--- src/rtl/serial_frame_tx.sv ---
// serial_frame_tx: framed serial transmitter (start 0, data MSB-first, optional even parity, stop 1).
// Define SERIAL_FRAME_TX_PARITY_EN to insert the even-parity bit between the data bits and STOP.
module serial_frame_tx #(
    parameter int WIDTH      = 8,
    parameter int BIT_CYCLES = 4
) (
    input  logic             clock,
    input  logic             reset,
    input  logic             load,
    input  logic [WIDTH-1:0] data_in,
    output logic             x_out,
    output logic             busy,
    output logic             ready,
    output logic             done,
    output logic [2:0]       state_out
);
    localparam logic [2:0] IDLE  = 3'b000;
    localparam logic [2:0] START = 3'b001;
    localparam logic [2:0] DATA  = 3'b010;
    localparam logic [2:0] STOP  = 3'b100;
`ifdef SERIAL_FRAME_TX_PARITY_EN
    localparam logic [2:0] PARITY     = 3'b011;
    localparam logic [2:0] AFTER_DATA = PARITY;
    logic par_q, par_d;
`else
    localparam logic [2:0] AFTER_DATA = STOP;
`endif

    logic [2:0]       state_q, state_d;
    logic [WIDTH-1:0] shreg_q, shreg_d;
    logic [4:0]       bit_q, bit_d;
    logic [7:0]       cyc_q, cyc_d;
    logic             done_q, done_d;
    logic             bit_end;

    assign bit_end = cyc_q == 8'(BIT_CYCLES - 1);

    always_comb begin
        state_d = state_q;
        shreg_d = shreg_q;
        bit_d   = bit_q;
        cyc_d   = bit_end ? 8'd0 : cyc_q + 8'd1;
        done_d  = 1'b0;
`ifdef SERIAL_FRAME_TX_PARITY_EN
        par_d   = par_q;
`endif
        case (state_q)
            IDLE: begin
                cyc_d = 8'd0;
                if (load) begin
                    shreg_d = data_in;
                    bit_d   = 5'd0;
                    state_d = START;
`ifdef SERIAL_FRAME_TX_PARITY_EN
                    par_d   = ^data_in;
`endif
                end
            end
            START: state_d = bit_end ? DATA : START;
            DATA: begin
                if (bit_end) begin
                    shreg_d = {shreg_q[WIDTH-2:0], 1'b0};
                    bit_d   = bit_q + 5'd1;
                    state_d = (bit_q == 5'(WIDTH - 1)) ? AFTER_DATA : DATA;
                end
            end
`ifdef SERIAL_FRAME_TX_PARITY_EN
            PARITY: state_d = bit_end ? STOP : PARITY;
`endif
            STOP: begin
                state_d = bit_end ? IDLE : STOP;
                done_d  = bit_end;
            end
            default: begin
                state_d = IDLE;
                cyc_d   = 8'd0;
            end
        endcase
    end

    always_ff @(posedge clock or negedge reset) begin
        if (!reset) begin
            state_q <= IDLE;
            shreg_q <= '0;
            bit_q   <= '0;
            cyc_q   <= '0;
            done_q  <= 1'b0;
`ifdef SERIAL_FRAME_TX_PARITY_EN
            par_q   <= 1'b0;
`endif
        end else begin
            state_q <= state_d;
            shreg_q <= shreg_d;
            bit_q   <= bit_d;
            cyc_q   <= cyc_d;
            done_q  <= done_d;
`ifdef SERIAL_FRAME_TX_PARITY_EN
            par_q   <= par_d;
`endif
        end
    end

    // Line level is decoded from registered state only, so reset forces it high without an edge.
    always_comb begin
        x_out = 1'b1;
        case (state_q)
            START: x_out = 1'b0;
            DATA:  x_out = shreg_q[WIDTH-1];
`ifdef SERIAL_FRAME_TX_PARITY_EN
            PARITY: x_out = par_q;
`endif
            default: x_out = 1'b1;
        endcase
    end

    assign busy      = state_q != IDLE;
    assign ready     = !busy;
    assign done      = done_q;
    assign state_out = state_q;
endmodule

--- config.mk ---
export PLATFORM = sky130hd
export DESIGN_NAME = serial_frame_tx
export DESIGN_NICKNAME = d
export VERILOG_FILES = /design/src/rtl/serial_frame_tx.sv
export SDC_FILE = /design/constraint.sdc
export NUM_CORES = 1
export LEC_CHECK = 0
export ABC_AREA = 1
export CORE_MARGIN = 2
export CORE_UTILIZATION = 50
export CTS_CLUSTER_SIZE = 24
export DETAILED_ROUTE_END_ITERATION = 12
export PLACE_DENSITY = 0.73
export SETUP_SLACK_MARGIN = 0.4
export SLEW_MARGIN = 30
export SYNTH_ARGS = -nofsm -noshare
export SYNTH_HDL_FRONTEND = slang
export SYNTH_SLANG_ARGS = --single-unit
--- constraint.sdc ---
create_clock -name clock -period 1.7 [get_ports clock]
set_input_delay 0.34 -clock clock [delete_from_list [all_inputs] [get_ports clock]]
set_output_delay 0.34 -clock clock [all_outputs]
set_load 0.05 [all_outputs]
# After elaboration in Yosys (flattened, before gate mapping)
# Cells that the tools add are included.
# totals
register_bits,25
word_cells,37
input_bits,11
output_inout_bits,7
# classes
mux,16
n_reduce_logical,7
add_sub_neg,2
eq_ne,7
# op_table
op,n
$mux W8,4
$pmux W8 S2,1
$mux W3,4
$pmux W3 S4,1
$mux W5,2
$pmux W5 S2,1
$add A8 B1 Y8 const B,1
$eq A8 B2 Y1 const B,1
$add A5 B1 Y5 const B,1
$eq A5 B3 Y1 const B,1
$ne A2 B2 Y1 const B,2
$eq A3 B1 Y1 const B,1
$eq A3 B2 Y1 const B,1
$eq A3 B3 Y1 const B,1
$logic_not A3 Y1,1
$reduce_and A3 Y1,1
$reduce_bool A3 Y1,1
$reduce_or A3 Y1,1
$mux W2,1
$pmux W1 S2,1
$reduce_and A2 Y1,1
$reduce_bool A2 Y1,1
$logic_not A1 Y1,1
$mux W1,1

# Logic depth before layout (Yosys ltp)
# depth
ltp_word,4
mapped_depth,8
depth_no_buf,8

# Least setup slack after synthesis
# No wires, ideal clock.
# synth_timing
path_type,reg-to-output
from,register state_q[2] (netlist: state_out[2])
to,output x_out
arrival_ns,2.217
setup_slack_ns,-0.857
path_stages_with_launch,6
path_buffers,1
t_required_ns,1.360
path_cell_list,dfrtp_1 -> nor2_2 -> nand2_4 -> inv_4 -> buf_4 -> o21ai_0
# synth_between
elab_chain_cells,2
elab_cells_between_ends,3
classes_between,2 x eq/ne; 1 x mux
# synth_lines
element,line_no,rtl
from (decl),29,"logic [2:0] state_q, state_d;"
from (signal assigned),92,state_q <= state_d;
$eq A3 B2 Y1 or $eq A3 B1 Y1 (tied branches),106,case (state_q)
$pmux W1 S2 *,106,
to (decl),11,"output logic x_out,"
# Every way passes the cells marked *; elsewhere a longest branch is shown, timed or not.

# Final worst setup path
# layout_timing
from,register state_q[0] (netlist: state_out[0])
to,output x_out
# Same word-level chain as after synthesis.

==> summary.md <==
| Metric | Value |
|---|---|
| Vias/cell | between 5 and 6 |
| Gate Count Post-Synth | ~180 |
| Most numerous cell in the Yosys netlist | nand2_1 |
| Final Util | between 70% and 80% |
| Final Power | ~3200 uW |
| Antenna-violating nets left | 0 |
| Initial Util | 52.9% |
| Synth warnings | 0 |
| WP buf/inv | 3 |
| Flip-flop and latch count after synthesis | 25 |
| Post-DP HPWL | 2280 um |
| Total track usage | 23.3% |
| Power per cell area | 1420 nW/um^2 |
| Most used cell, CP | buf_12 |
| Crit path from | state_out[0]$_DFFE_PN0P_ |
| Initial DRC count | 39 |
| R2R depth | 8 |
| RD Place Congestion | a little under 0.8 |
| Setup ws final | -0.0103 ns |
| FFs w/ async S/R, synth | between 90% and 100% |
| Initial antenna violation count | 0 |
| Fraction of layout cells with a size suffix above 1 | between 40% and 50% |
| Slew Viols, Final | 0 |
| Peak Freq | 585 MHz |
| CP Max Fanout | 3 |
| Setup Skew | 0.0192 ns |
| Largest buffer count on any clock path | 2 |
| LEAKAGE | 0.00117 uW |
| Area Growth Syn to Fin | 50.9% |
| TritonCTS Buffers | 3 |
| Core ar. | 2780 sq um |
| DIE WIDTH | around 58 um |
| Status | complete, but fails checks |
| Top-area cell type share of the netlist area | 42.6% |
| Maxcap violations | 0 |
| Global-route wire length before repair | a little under 6000 um |
| Critical path arrival | around 1.4 ns |
| Drt drc | 0 |
| CTS Sinks | 25 |
| Per-cell routed wire length | 15.0 um |
| CTS clk-pin slew, worst paths | around 0.16 ns |
| Rel. slew slack | 78.5% |
| CP max stage delay | 0.46 ns |
| Top cells by area, synth | dfrtp_1 (43%), nand2_1 (11%), nand2_2 (9.4%) |
| Root buffer cell | clkbuf_4 |
| WP data required | about 1.4 ns |
| Worst hold path class | in -> async |
| IO Count | 18 |
| Mean Syn Cell Area | 8.12 sq um |
| H-tree depth | 1 |
| Fin. Hold Viols | 0 |
| R2r setup slk | 0.19 ns |
| Diodes inserted | 0 |
| RR Endpoint | bit_q[0]$_DFFE_PN0P_ |
| Synth cell types | 26 |
| Critical path's slowest cell | dfrtp_2 |
| Post-DP Area | approximately 1800 sq um |
| Critical path startpoint category | register |
| Fin crit share | 101% |
| Routed wire length | ~3800 um |
| Reg2reg start | state_out[0]$_DFFE_PN0P_ |
| Clk Latency, worst-skew pair | about 0.34 ns |
| Vias in the first global route | roughly 1300 |
| Post-synth top area cell | dfrtp_1 |
| Largest net degree at the start of global routing | 26 |
| RSZ-0062 raised after global routing | yes |
| Worst Tran Pin Value | between 0.3 and 0.4 ns |
| Failing checks | setup timing |
| DIE HEIGHT | between 50 and 60 um |
| Cell area after layout | approximately 2200 sq um |
| Final Net Count | between 200 and 250 |
| Setup-failing EPs final | 1 |
| Global route overflow | 0 |
| Fin crit period | 1.71 ns |
| Cell Area, Synth | 1470 sq um |
| Ys flop type | dfrtp_1 |
| Die area | approximately 3400 sq um |
| Top delay family on crit path | flip-flops |
| Drt pass-1 iters | 4 |
| Worst Path Class, Setup | reg -> out |
| Top cells by count, synth | nand2_1 (43), dfrtp_1 (25), nor2_1 (23) |
| Number of port buffers | 17 |
| Post-synth EDFFs | 0 |
| Setup_tns | -0.0103 ns |
| CP Cell Sequence | nor2_4 > nand2_4 > inv_8 > buf_12 > o21ai_4 > buf_12 |
| CTS tree | yes |
| Sequential fraction of the synthesis area | 42.6% |
| Cell Rows | 19 |
| Crit end category | primary output |
| Post-synthesis net count | a little under 200 |
| Worst VDD drop | 1.55 mV |
| Via Count | about 1400 |
[report_power, final]
group          internal [uW]  switching, uW  total (uW)
registers                760            149         909
clock network           88.6            200         289
logic                    865           1090        1950
total                   1710           1440        3150
[metal layers]
metal  part of all wire [%]  GRT usage, %  vias up
li1                       -             -      655
met2                     54          39.9       28
met5                      0             0        -
met1                     41          29.5      664
met4                    2.3          8.64        0
met3                    3.2          3.79       11
[cell type report]
type / instances / area, sq um
Tap cell: 31 / 38.8
Sequential cell: 25 / 632
Clock buffer: 3 / 22.5
Timing Repair Buffer: 42 / 462
Multi-Input combinational cell: 136 / 976
Clock inverter: 1 / 5.00
Fill cell: 173 / 563
Inverter: 16 / 82.6
[cells in the final DEF (no fill, tap or decap), types with 2 or more instances in the layout]
cell type and n:
dfrtp_1 20, dfrtp_2 5, nand3_1 8, nor3_2 2, buf_4 16, nand2_4 13, nand2_1 36, clkbuf_4 3
xor2_1 2, inv_2 4, buf_8 5, buf_6 7, nand2_2 17, buf_12 3, nor2_4 4, nand3_2 12
nor2_2 3, clkdlybuf4s50_1 10, inv_1 9, nand2_8 5, nor2_1 20
[registers in the layout, summed over array words and instances (netlist names)]
| name | cells |
|---|---|
| state_out | 3 |
| shreg_q | 8 |
| done | 1 |
| cyc_q | 8 |
| bit_q | 5 |
[cell families (layout without fill, tap and decap cells)]
kind of cell | after synthesis | in the layout | share of synthesized area (%)
AND/OR/NAND/NOR | 125 | 126 | 44.0
flip-flops | 25 | 25 | 42.6
buffers and inverters | 21 | 62 | 8.17
XOR/XNOR | 3 | 3 | 1.79
AO/OA/AOI/OAI | 5 | 5 | 1.79
adder cells (fa/ha/maj) | 2 | 2 | 1.70
[how the worst max path moves through the flow]
stage	cells past startpoint	endpoint
floorplan	6	x_out
global placement	5	bit_q[3]$_DFFE_PN0P_
detailed placement	5	bit_q[3]$_DFFE_PN0P_
CTS	6	x_out
global route	5	x_out
finish	6	x_out
[per-stage QoR]
stage | std cells | setup slack [ns] | hold slack (ns)
floorplan | 181 | 0.124 | 0.0444
global placement | 228 | 0.184 | 0.448
detailed placement | 228 | 0.139 | 0.462
CTS | 246 | 0.00111 | 0.349
global route | 254 | -0.0557 | 0.379
finish | 254 | -0.0103 | 0.333
[worst reg2reg max path, cell delays in order (launching register included)]
cell     delay (ns)
dfrtp_2        0.46
nor2_4         0.15
nand2_4        0.08
inv_8          0.06
buf_4          0.18
nand2_8        0.12
buf_6          0.18
nand3_1        0.11
nand2_2        0.07
[what timing repair did]
action,4_1_cts,5_1_grt
gates cloned,2,0
setup buffers,12,8
gates resized for setup,25,26
pin swaps,5,9
hold buffers,0,0
endpoints found under the setup margin,23,27
Note: power is estimated with default switching activity, not from simulation.
